File: config.mk
export PLATFORM = sky130hd
export DESIGN_NAME = dram_rowcol_selector
export DESIGN_NICKNAME = d
export VERILOG_FILES = /design/src/rtl/vg8020_ram_pkg.sv /design/src/rtl/dram_rowcol_selector_refresh_counter.sv /design/src/rtl/dram_rowcol_selector.sv
export SDC_FILE = /design/constraint.sdc
export NUM_CORES = 1
export LEC_CHECK = 0
export CAP_MARGIN = 10
export CORE_MARGIN = 5
export CORE_UTILIZATION = 37
export DETAILED_ROUTE_END_ITERATION = 6
export PLACE_DENSITY_LB_ADDON = 0.2
export SLEW_MARGIN = 10
export SYNTH_ARGS = -nofsm -noshare
export SYNTH_HDL_FRONTEND = slang
export SYNTH_SLANG_ARGS = --single-unit
File: constraint.sdc
create_clock -name clk -period 1.9 [get_ports clk]
set_input_delay 0.38 -clock clk [delete_from_list [all_inputs] [get_ports clk]]
set_output_delay 0.38 -clock clk [all_outputs]
set_load 0.02 [all_outputs]
File: src/rtl/vg8020_ram_pkg.sv
// Shared constants and encodings for the VG8020 RAM subsystem address path.
package vg8020_ram_pkg;

  // CPU address width and multiplexed DRAM address width.
  // ADDR_W is always exactly twice RC_W: one row half plus one column half.
  localparam int ADDR_W = 16;
  localparam int RC_W   = 8;

  // Encoding of the mux select driven by the RAS/CAS sequencer.
  typedef enum logic {
    MUX_ROW = 1'b0,  // low byte of addr
    MUX_COL = 1'b1   // high byte of addr
  } mux_sel_e;

endpackage

File: src/rtl/dram_rowcol_selector_refresh_counter.sv
// Refresh-row counter: free-running up-counter that steps once per
// completed refresh cycle and wraps naturally at 2**RC_W.
module refresh_counter
  import vg8020_ram_pkg::*;
#(
  parameter int RC_W = vg8020_ram_pkg::RC_W
) (
  input  logic            clk,
  input  logic            rst,
  input  logic            en,
  output logic [RC_W-1:0] count
);

  localparam logic [RC_W-1:0] ONE = {{(RC_W-1){1'b0}}, 1'b1};

  // Count up on each enabled edge; asynchronous reset dominates, so an
  // enable that arrives while reset is held is simply lost.
  always_ff @(posedge clk or posedge rst) begin
    if (rst) begin
      count <= '0;
    end else if (en) begin
      count <= count + ONE;
    end
  end

endmodule

File: src/rtl/dram_rowcol_selector.sv
// DRAM row/column address multiplexer for the VG8020 RAM subsystem.
// Presents the row half, the column half of the CPU address, or the refresh
// row counter on the multiplexed DRAM address bus, plus a registered copy
// of that bus for consumers that need a clean flop output.
module dram_rowcol_selector
  import vg8020_ram_pkg::*;
#(
  parameter int ADDR_W = vg8020_ram_pkg::ADDR_W,
  parameter int RC_W   = vg8020_ram_pkg::RC_W
) (
  input  logic              clk,
  input  logic              rst,
  input  logic              mux,
  input  logic [ADDR_W-1:0] addr,
  input  logic              refresh,
  input  logic              refresh_done,
  output logic [RC_W-1:0]   rowcol,
  output logic [RC_W-1:0]   rowcol_q,
  output logic [RC_W-1:0]   refresh_row
);

  logic [RC_W-1:0] row_half;
  logic [RC_W-1:0] col_half;

  assign row_half = addr[RC_W-1:0];
  assign col_half = addr[ADDR_W-1:RC_W];

  refresh_counter #(
    .RC_W (RC_W)
  ) u_refresh_counter (
    .clk   (clk),
    .rst   (rst),
    .en    (refresh_done),
    .count (refresh_row)
  );

  // Address mux. Refresh takes priority over mux. An unknown mux falls to
  // the default arm so an undriven select shows up as X instead of being
  // silently resolved to one half.
  always_comb begin
    rowcol = '0;
    if (refresh) begin
      rowcol = refresh_row;
    end else begin
      case (mux)
        MUX_ROW: rowcol = row_half;
        MUX_COL: rowcol = col_half;
        default: rowcol = 'x;
      endcase
    end
  end

  // One-cycle registered copy of the bus; cleared asynchronously by reset.
  always_ff @(posedge clk or posedge rst) begin
    if (rst) begin
      rowcol_q <= '0;
    end else begin
      rowcol_q <= rowcol;
    end
  end

endmodule

==> results of run 1 <==
==> metal layers <==
| metal | track usage (%) | part of all wire, % | vias to the layer above |
|---|---|---|---|
| li1 | - | - | 301 |
| met1 | 17.25 | 43 | 278 |
| met4 | 7.660 | 1.9 | 0 |
| met5 | 0 | 0 | - |
| met3 | 4.507 | 11 | 4 |
| met2 | 22.65 | 44 | 32 |
==> power groups by stage <==
stage / combinational (uW) / sequential (uW) / clock [uW]
3_3_place_gp: 713 / 571 / 0
6_report: 689 / 570 / 175
3_5_place_dp: 722 / 580 / 0
5_1_grt: 738 / 589 / 194
2_1_floorplan: 210 / 692 / 0
4_1_cts: 694 / 573 / 185
==> state kept, by name, indices dropped and copies added, names as in the netlist <==
name / flops
rowcol_q: 8
u_refresh_counter.count: 8
==> placed cells by master, fill, tap and decap left out <==
master	instances
clkdlybuf4s50_1	35
dfrtp_1	16
nand2_1	12
mux2i_1	8
o21ai_1	6
buf_2	5
xor2_1	4
xnor2_1	3
clkbuf_4	3
buf_4	3
o21ai_0	2
nor2_1	2
buf_12	2
mux2_2	1
nand4_2	1
nand4_1	1
inv_1	1
nor3_2	1
ha_1	1
dlymetal6s2s_1	1
==> final timing paths <==
check / startpoint / endpoint / slack (ps) / cells after the start
max in group asynchronous: rst / rowcol_q[1]$_DFF_PP0_ / 1060 / 2
min reg2reg: u_refresh_counter.count[7]$_DFFE_PP0P_ / u_refresh_counter.count[7]$_DFFE_PP0P_ / 520 / 1
max reg2reg: u_refresh_counter.count[0]$_DFFE_PP0P_ / u_refresh_counter.count[6]$_DFFE_PP0P_ / 720 / 4
min: rst / rowcol_q[5]$_DFF_PP0_ / 460 / 2
min in group clk: u_refresh_counter.count[7]$_DFFE_PP0P_ / u_refresh_counter.count[7]$_DFFE_PP0P_ / 520 / 1
max: refresh / rowcol[5] / 120 / 5
==> area by class of cell <==
class	instances	area, sq um	share of cell area, %
multi-input combinational	42	286.5	23.98
sequential	16	400.4	33.51
inverter	1	3.754	0.3141
clock buffer	3	22.52	1.885
timing repair buffer	46	450.4	37.70
tap	25	31.28	2.618
==> kinds of logic (layout without fill, tap and decap cells) <==
| group | Yosys count | after routing |
|---|---|---|
| buf+inv | 3 | 50 |
| simple gates | 17 | 17 |
| xor+xnor | 7 | 7 |
| flops | 16 | 16 |
| compound gates | 8 | 8 |
| fa+ha+maj | 1 | 1 |
| mux | 9 | 9 |
==> metrics by stage <==
step           setup WS, ps  utilization [%]  setup TNS (ps)  hold slack [ps]  std cells
6_report              121.8            67.73               0            457.0        133
5_1_grt               55.96            67.73               0            520.2        133
4_1_cts               2.096            67.31               0            479.3        133
3_5_place_dp         -490.7            68.16           -3588            508.5        130
3_3_place_gp         -421.7            68.16           -3261            477.4        130
2_1_floorplan         316.0                -               0            293.7         61
==> reports/metrics.csv, run 1 <==
stage;metric;value;unit
status;status;finished clean;
route;vias;615;
route;dr.first_iter.drc_count;14;
die;die_w;53.48;um
place;place_hpwl;1485;um
global_route;grt_pass1_wl;2904;um
die;coreArea;1764;sq um
pwr;p_clk_share;12.2;%
cts;cts.sinks;16;
cts;ctsRootBufferMaster;clkbuf_4;
logic_synthesis;synth_xor_area_share;8.766;%
cells_and_area;nNetsFinal;132;
critical_path;setup.worst_path.start_class;input pin;
cts;cts_tree;built;
logic_synthesis;synth.cell_area;699.4;sq um
logic_synthesis;yosys.area.top_type;dfrtp_1;
logic_synthesis;synthMuxAreaShare;13.06;%
critical_path;crit_type;in2out;
logic_synthesis;yosysMostFrequentCell;dfrtp_1;
cts;clk_latency;280;ps
route;drc;0;
die;start_util;39.65;%
critical_path;cp_cell_sequence;clkdlybuf4s50_1 -> buf_12 -> nand2_1 -> o21ai_1 -> buf_2;
timing;fin_crit_sh;93.59;%
pwr;power.leakage;0.0005539;uW
timing;grt_setup_unrepaired;false;
critical_path;crit_arrival;1400;ps
logic_synthesis;synthAdderAreaFrac;1.789;%
pwr;switching_share;39.44;%
critical_path;critPathMaxFanout;16;
pwr;power.total;1434;uW
pwr;cellPowerDensity;1200;nW/um^2
place;place_congestion;0.7232;
timing;relSlewSlack;60.15;%
timing;maxSlewViolCount;0;
cts;htree_num_levels;1;
timing;finalHoldViolCount;0;
cts;path_clk_slew;90;ps
logic_synthesis;synth_flop_cell;dfrtp_1;
run;maxCapViolations;0;
global_route;antenna_found_initial;0;
logic_synthesis;netlist_top_cells_area;dfrtp_1, mux2i_1, nand2_1, o21ai_0, xor2_1;
timing;max_freq;562.4;MHz
pwr;peakVddDrop;0.7331;mV
cts;cts_buffer_depth;2;
timing;worst_pin_slew;597.1;ps
logic_synthesis;ys_ff_latch;16;
timing;period_minus_slack;1778;ps
logic_synthesis;synthTopCellsByCount;dfrtp_1, nand2_1, mux2i_1, o21ai_0, xor2_1;
cells_and_area;final_area;1195;sq um
critical_path;cp-end-kind;primary output;
global_route;grt.overflow.total;0;
die;ioPinCount;45;
cells_and_area;area_growth;70.84;%
logic_synthesis;syn_nets;83;
route;wirelength;1854;um
global_route;first_global_vias;604;
pwr;switchingPower;565.4;uW
cells_and_area;num-fill-cells;161;
route;wire_per_inst;13.94;um
route;vias_per_cell;4.624;
critical_path;cp_top_family;buffers and inverters;
cts;post-cts-setup-buffer-count;0;
global_route;grtUsageTotal;14.39;%
cts;cts_hold_buf;0;
logic_synthesis;synthSimpleGateAreaFrac;11.63;%
logic_synthesis;synth-edff-count;0;
logic_synthesis;ys_seq_area_share;57.25;%
pwr;internal-power;868.3;uW
logic_synthesis;yosysWarnings;0;
critical_path;path_buf_inv;3;
critical_path;worstPathRequired;1520;ps
route;drt.antenna.violating_nets;0;
logic_synthesis;yosysUniqueCellTypes;15;
logic_synthesis;synth_top_family_by_area;multiplexers;
logic_synthesis;yosys.area.top_type_share;57.25;%
worst_hold_path;min_path_type;in2async;
die;dieHeight;53.48;um
critical_path;crit_path_max_incr_delay;500;ps
logic_synthesis;synth.avg_cell_area;11.47;sq um
route;firstDrtPassIters;4;
cells_and_area;drive_gt1_share;14.81;%
cts;cts_resized;44;
die;die_area;2860;sq um
critical_path;cp_slowest_cell;clkdlybuf4s50_1;
pwr;comb_power_share;48.0;%
global_route;grt_start_max_net_pins;17;
cells_and_area;num_antenna_cells;0;
logic_synthesis;synthArstFlopShare;100.0;%
die;rows;15;
pwr;seqPwrFrac;39.7;%
place;placed_cell_area;1202;sq um
timing;finalSetupViolations;0;
timing;fin_skew;0.3928;ps
cts;cts_buffers;3;
logic_synthesis;synth_compound_area_share;5.725;%
logic_synthesis;synth_cells;61;
place;io_buffers;44;
Note: power is estimated with default switching activity, not from simulation.
==> inputs of run 2 (changes only) <==
Settings changed: ABC_CLOCK_PERIOD_IN_PS set to 1900, HOLD_SLACK_MARGIN set to 0.06.
==> results of run 2 <==
Final layout, timing and power as in run 1 (identical DEF).
